`config.mk`:
```
export PLATFORM = sky130hd
export DESIGN_NAME = rx_bit_deserialiser_flat
export DESIGN_NICKNAME = d
export VERILOG_FILES = /design/src/rtl/rx_bit_deserialiser_if.sv /design/src/rtl/rx_bit_deserialiser.sv /design/src/flat_wrapper.sv
export SDC_FILE = /design/constraint.sdc
export NUM_CORES = 1
export LEC_CHECK = 0
export ABC_AREA = 1
export CORE_ASPECT_RATIO = 0.8
export CORE_UTILIZATION = 55
export CTS_BUF_LIST = sky130_fd_sc_hd__clkbuf_8
export DETAILED_ROUTE_END_ITERATION = 10
export PLACE_DENSITY = 0.81
export SYNTH_ARGS = -nofsm -noshare
export SYNTH_HDL_FRONTEND = slang
export SYNTH_SLANG_ARGS = --single-unit
export TNS_END_PERCENT = 5
```
`constraint.sdc`:
```
create_clock -name clk -period 2.1 [get_ports clk]
set_input_delay 0.21 -clock clk [delete_from_list [all_inputs] [get_ports clk]]
set_output_delay 0.21 -clock clk [all_outputs]
set_load 0.05 [all_outputs]
```
`src/rtl/rx_bit_deserialiser_if.sv`:
```
// rtl/rx_bit_deserialiser_if.sv - bit-level receive input and byte-level receive output bundle
interface rx_bit_deserialiser_if;
  logic       in_soc;
  logic       in_eoc;
  logic       in_data;
  logic       in_data_valid;
  logic       in_error;
  logic       out_soc;
  logic       out_eoc;
  logic [7:0] out_data;
  logic [2:0] out_data_bits;
  logic       out_data_valid;
  logic       out_error;

  modport master (
    output in_soc, in_eoc, in_data, in_data_valid, in_error,
    input  out_soc, out_eoc, out_data, out_data_bits, out_data_valid, out_error
  );

  modport slave (
    input  in_soc, in_eoc, in_data, in_data_valid, in_error,
    output out_soc, out_eoc, out_data, out_data_bits, out_data_valid, out_error
  );
endinterface

```
`src/rtl/rx_bit_deserialiser.sv`:
```
// rtl/rx_bit_deserialiser.sv - LSB-first bit-to-byte assembler with trailing odd parity per byte
// Optional RX_PARITY_CHECK_EN: reject bytes whose odd parity fails instead of discarding the parity bit.
module rx_bit_deserialiser (
  input logic                  clk,
  input logic                  rst_n,
  rx_bit_deserialiser_if.slave bus
);
  typedef enum logic [1:0] {IDLE, DATA, DRAIN} state_t;

  state_t     state_q, state_d;
  logic [3:0] bit_cnt_q, bit_cnt_d;
  logic [7:0] shift_q, shift_d;
  logic       out_soc_q, out_soc_d;
  logic       out_eoc_q, out_eoc_d;
  logic [7:0] out_data_q, out_data_d;
  logic [2:0] out_data_bits_q, out_data_bits_d;
  logic       out_data_valid_q, out_data_valid_d;
  logic       out_error_q, out_error_d;
`ifdef RX_PARITY_CHECK_EN
  logic       par_q, par_d;
`endif

  always_comb begin
    state_d          = state_q;
    bit_cnt_d        = bit_cnt_q;
    shift_d          = shift_q;
    out_soc_d        = bus.in_soc;
    out_eoc_d        = 1'b0;
    out_data_d       = out_data_q;
    out_data_bits_d  = out_data_bits_q;
    out_data_valid_d = 1'b0;
    out_error_d      = 1'b0;
`ifdef RX_PARITY_CHECK_EN
    par_d            = par_q;
`endif

    // A start pulse wins in every state and silently abandons any frame in progress.
    if (bus.in_soc) begin
      state_d   = DATA;
      bit_cnt_d = 4'd0;
      shift_d   = 8'h00;
`ifdef RX_PARITY_CHECK_EN
      par_d     = 1'b0;
`endif
    end else begin
      case (state_q)
        DATA: begin
          if (bus.in_error) begin
            out_error_d = 1'b1;
            out_eoc_d   = bus.in_eoc;
            state_d     = bus.in_eoc ? IDLE : DRAIN;
          end else if (bus.in_eoc) begin
            out_eoc_d = 1'b1;
            state_d   = IDLE;
            if (bit_cnt_q == 4'd8) begin
              out_error_d = 1'b1;
            end else if (bit_cnt_q != 4'd0) begin
              out_data_valid_d = 1'b1;
              out_data_d       = shift_q;
              out_data_bits_d  = bit_cnt_q[2:0];
            end
          end else if (bus.in_data_valid) begin
            if (bit_cnt_q == 4'd8) begin
              // Clearing here keeps stale high bits out of a later partial byte.
              bit_cnt_d = 4'd0;
              shift_d   = 8'h00;
`ifdef RX_PARITY_CHECK_EN
              par_d     = 1'b0;
              if (par_q ^ bus.in_data) begin
                out_data_valid_d = 1'b1;
                out_data_d       = shift_q;
                out_data_bits_d  = 3'd0;
              end else begin
                out_error_d = 1'b1;
                state_d     = DRAIN;
              end
`else
              out_data_valid_d = 1'b1;
              out_data_d       = shift_q;
              out_data_bits_d  = 3'd0;
`endif
            end else begin
              shift_d[bit_cnt_q[2:0]] = bus.in_data;
              bit_cnt_d               = bit_cnt_q + 4'd1;
`ifdef RX_PARITY_CHECK_EN
              par_d                   = par_q ^ bus.in_data;
`endif
            end
          end
        end
        DRAIN: begin
          if (bus.in_eoc) begin
            out_eoc_d = 1'b1;
            state_d   = IDLE;
          end
        end
        default: begin
        end
      endcase
    end
  end

  always_ff @(posedge clk or negedge rst_n) begin
    if (!rst_n) begin
      state_q          <= IDLE;
      bit_cnt_q        <= 4'd0;
      shift_q          <= 8'h00;
      out_soc_q        <= 1'b0;
      out_eoc_q        <= 1'b0;
      out_data_q       <= 8'h00;
      out_data_bits_q  <= 3'd0;
      out_data_valid_q <= 1'b0;
      out_error_q      <= 1'b0;
`ifdef RX_PARITY_CHECK_EN
      par_q            <= 1'b0;
`endif
    end else begin
      state_q          <= state_d;
      bit_cnt_q        <= bit_cnt_d;
      shift_q          <= shift_d;
      out_soc_q        <= out_soc_d;
      out_eoc_q        <= out_eoc_d;
      out_data_q       <= out_data_d;
      out_data_bits_q  <= out_data_bits_d;
      out_data_valid_q <= out_data_valid_d;
      out_error_q      <= out_error_d;
`ifdef RX_PARITY_CHECK_EN
      par_q            <= par_d;
`endif
    end
  end

  assign bus.out_soc        = out_soc_q;
  assign bus.out_eoc        = out_eoc_q;
  assign bus.out_data       = out_data_q;
  assign bus.out_data_bits  = out_data_bits_q;
  assign bus.out_data_valid = out_data_valid_q;
  assign bus.out_error      = out_error_q;
endmodule

```
`src/flat_wrapper.sv`:
```
// flat-port wrapper written by rule: the top's interface ports become plain ports
module rx_bit_deserialiser_flat 
  (clk, rst_n, bus_in_soc, bus_in_eoc, bus_in_data, bus_in_data_valid, bus_in_error, bus_out_soc, bus_out_eoc, bus_out_data, bus_out_data_bits, bus_out_data_valid, bus_out_error);
  rx_bit_deserialiser_if bus_i ();
  input logic clk;
  input logic rst_n;
  input wire logic [$bits(bus_i.in_soc)-1:0] bus_in_soc;
  input wire logic [$bits(bus_i.in_eoc)-1:0] bus_in_eoc;
  input wire logic [$bits(bus_i.in_data)-1:0] bus_in_data;
  input wire logic [$bits(bus_i.in_data_valid)-1:0] bus_in_data_valid;
  input wire logic [$bits(bus_i.in_error)-1:0] bus_in_error;
  output wire logic [$bits(bus_i.out_soc)-1:0] bus_out_soc;
  output wire logic [$bits(bus_i.out_eoc)-1:0] bus_out_eoc;
  output wire logic [$bits(bus_i.out_data)-1:0] bus_out_data;
  output wire logic [$bits(bus_i.out_data_bits)-1:0] bus_out_data_bits;
  output wire logic [$bits(bus_i.out_data_valid)-1:0] bus_out_data_valid;
  output wire logic [$bits(bus_i.out_error)-1:0] bus_out_error;
  assign bus_i.in_soc = bus_in_soc;
  assign bus_i.in_eoc = bus_in_eoc;
  assign bus_i.in_data = bus_in_data;
  assign bus_i.in_data_valid = bus_in_data_valid;
  assign bus_i.in_error = bus_in_error;
  assign bus_out_soc = bus_i.out_soc;
  assign bus_out_eoc = bus_i.out_eoc;
  assign bus_out_data = bus_i.out_data;
  assign bus_out_data_bits = bus_i.out_data_bits;
  assign bus_out_data_valid = bus_i.out_data_valid;
  assign bus_out_error = bus_i.out_error;
  rx_bit_deserialiser u_core (.clk(clk), .rst_n(rst_n), .bus(bus_i));
endmodule
```
==> flow_summary.ini <==
[floorplan]
coreArea_um2 = 2460
die_h_um = 47.9
placementRows = 16
initial_utilization_pct = 58.9
dieArea_um2 = 2850
die_x_um = 59.4
pin_count = 22

[clock_network]
cts_hold_buffers = 0
cts_htree_levels = 2
ctsResizeCount = 0
clock_path_buffers = 2
clk_pin_slew_ps = 60
cts_sinks = 29
root_buffer = clkbuf_8
worstSkewPairLatency_ps = 280
cts_tree = built
cts_made_buffers = 5
cts_setup_buffers = 0

[timing]
setup_tns_ps = 0
slew_viol_final = 0
setup_viol = 0
fmax_ghz = 0.542
tightest_slew_ps = 503
rsz0062_at_grt = false
finClkSkew_ps = 2.41
max_slew_margin_pct = 66.4
post-route-min-period_ps = 1840
finalCritPeriodShare_pct = 87.8
hold_viol = 0

[worst_setup_path]
cp_slowest_stage_delay_ps = 510
critical-path-top-delay-family = simple AND/OR/NAND/NOR gates
critPathBufInv = 2
slowest_stage = dfrtp_1
cp-end-kind = register
crit_chain = inv_1 -> ha_1 -> nand2_1 -> o21ai_1 -> nor2_2 -> buf_4 -> nand3_1 -> nand2_1
start_kind = register
worstSetupPathType = reg2reg
worst-path-max-fanout = 8
crit_top_cell = nand2_1
required_ps = 2320
crit_arrival_ps = 2060

[outcome]
status = complete, no violations

[power]
p_leak_nw = 0.941
cellPowerDensity_nw_per_um2 = 892
ir_worst_vdd_uv = 564

[detailed_routing]
wire_per_inst_um = 13.2
vias_per_cell = 5.30
drc = 0
num_vias = 1283
routed_wl_um = 3200
first_pass_iters = 4
dr.first_iter.drc_count = 60
ant_nets = 0

[final_layout]
layout-drive-gt1-share_pct = 8.74
final_cell_mix = nand2_1, nand3_1, dfrtp_1, clkdlybuf4s50_1, inv_1
postLayoutCellArea_um2 = 1810
synthToLayoutAreaGrowth_pct = 25.0
n_antenna_cell = 0
final_common_cell = nand2_1
final_nets = 216

[synth]
synth_nets = 191
yosys_warnings = 0
ys_seq_area_share_pct = 50.0
yosysUniqueCellTypes = 18
syn_avg_cell_area_um2 = 8.06
syn_area_um2 = 1450
ys_seq_elements = 29
syn_inst = 180

[global_route]
grt_pass1_wl_um = 5150
grt_pass1_vias = 1166
grt_max_degree = 30
antenna_found_initial = 0
gr-total-overflow = 0
grt_use_total_pct = 26.1

[flow_run]
maxCapViolations = 0

[placement]
port_buffers = 21
place_congestion = 0.845
hpwl_um = 2290
placed_area_um2 = 1700

[hold_path]
hold_class = in2async
==> where the power goes <==
part           internal, mW  leakage (nW)  total, mW  switching, mW
Sequential            0.610         0.392      0.653         0.0429
Combinational         0.121         0.486      0.375          0.253
Clock                 0.381        0.0626      0.589          0.208
==> per-stage QoR <==
step / power, mW / instances / util [%] / hold slack, ps / setup slack [ps]
final: 1.62 / 242 / 73.6 / 307 / 256
after global routing: 1.69 / 242 / 73.6 / 342 / 89.1
after CTS: 1.62 / 242 / 73.6 / 323 / 274
after detailed placement: 1.04 / 234 / 68.9 / 457 / 318
after global placement: 1.02 / 234 / 68.9 / 456 / 366
after floorplan: 0.907 / 180 / - / -85.6 / 451
==> cell type report <==
class | count | area (um^2)
clock inverters | 2 | 33.8
fillers | 195 | 649
well taps | 36 | 45.0
repair buffers | 26 | 248
multi-input cells | 128 | 622
clock buffers | 6 | 82.6
inverters | 15 | 56.3
flip-flops and latches | 29 | 726
==> layer usage <==
metal / share of wire [%] / routed length [um] / up-vias / global-route usage (%)
li1: - / - / 634 / -
met1: 43 / 1370 / 605 / 31.2
met2: 51 / 1620 / 40 / 42.2
met3: 5.8 / 186 / 4 / 11.1
met4: 0.69 / 22 / 0 / 11.0
met5: 0 / 0 / - / 0
==> cells in the mapped netlist <==
master,n,share of area [%]
a21oi_1,3,1.0
buf_2,7,2.4
buf_6,1,0.78
dfrtp_1,29,50
ha_1,4,3.5
inv_1,13,3.4
inv_2,2,0.52
nand2_1,60,16
nand2_4,1,0.78
nand3_1,31,11
nand3_4,1,1.2
nand4_1,4,1.7
nor2_1,8,2.1
nor2_2,1,0.43
nor3_1,6,2.1
o21ai_0,6,2.1
o21ai_1,2,0.69
o21ai_4,1,1.1
==> flip-flops by register name, indices dropped and copies added, names as in the netlist <==
signal and cells:
u_core.bus.out_data_valid 1, u_core.bus.out_data 8, u_core.bus.out_data_bits 3, u_core.bus.out_soc 1, u_core.bus.out_error 1, u_core.bit_cnt_q 4
u_core.state_q 2, u_core.shift_q 8, u_core.bus.out_eoc 1
==> final timing paths <==
| kind | start | endpoint | slack (ps) | cells after the start |
|---|---|---|---|---|
| max | u_core.bit_cnt_q[1] | u_core.bus.out_data[6] | 260 | 8 |
| min | rst_n | u_core.bus.out_data_bits[1] | 310 | 2 |
| max reg2reg | u_core.bit_cnt_q[1] | u_core.bus.out_data[6] | 260 | 8 |
| min reg2reg | u_core.bus.out_data[0] | u_core.bus.out_data[0] | 470 | 2 |
| max in group asynchronous | rst_n | u_core.bus.out_data_valid | 1520 | 2 |
| min in group clk | u_core.bus.out_data[0] | u_core.bus.out_data[0] | 470 | 2 |
==> kinds of logic (layout without fill, tap and decap cells) <==
kind of cell    after synthesis  in the layout  share of synthesized area [%]
compound gates               12             12                           4.92
fa+ha+maj                     4              4                           3.45
buf+inv                      23             49                           7.08
flops                        29             29                           50.0
simple gates                112            112                           34.5
Note: power is estimated with default switching activity, not from simulation.
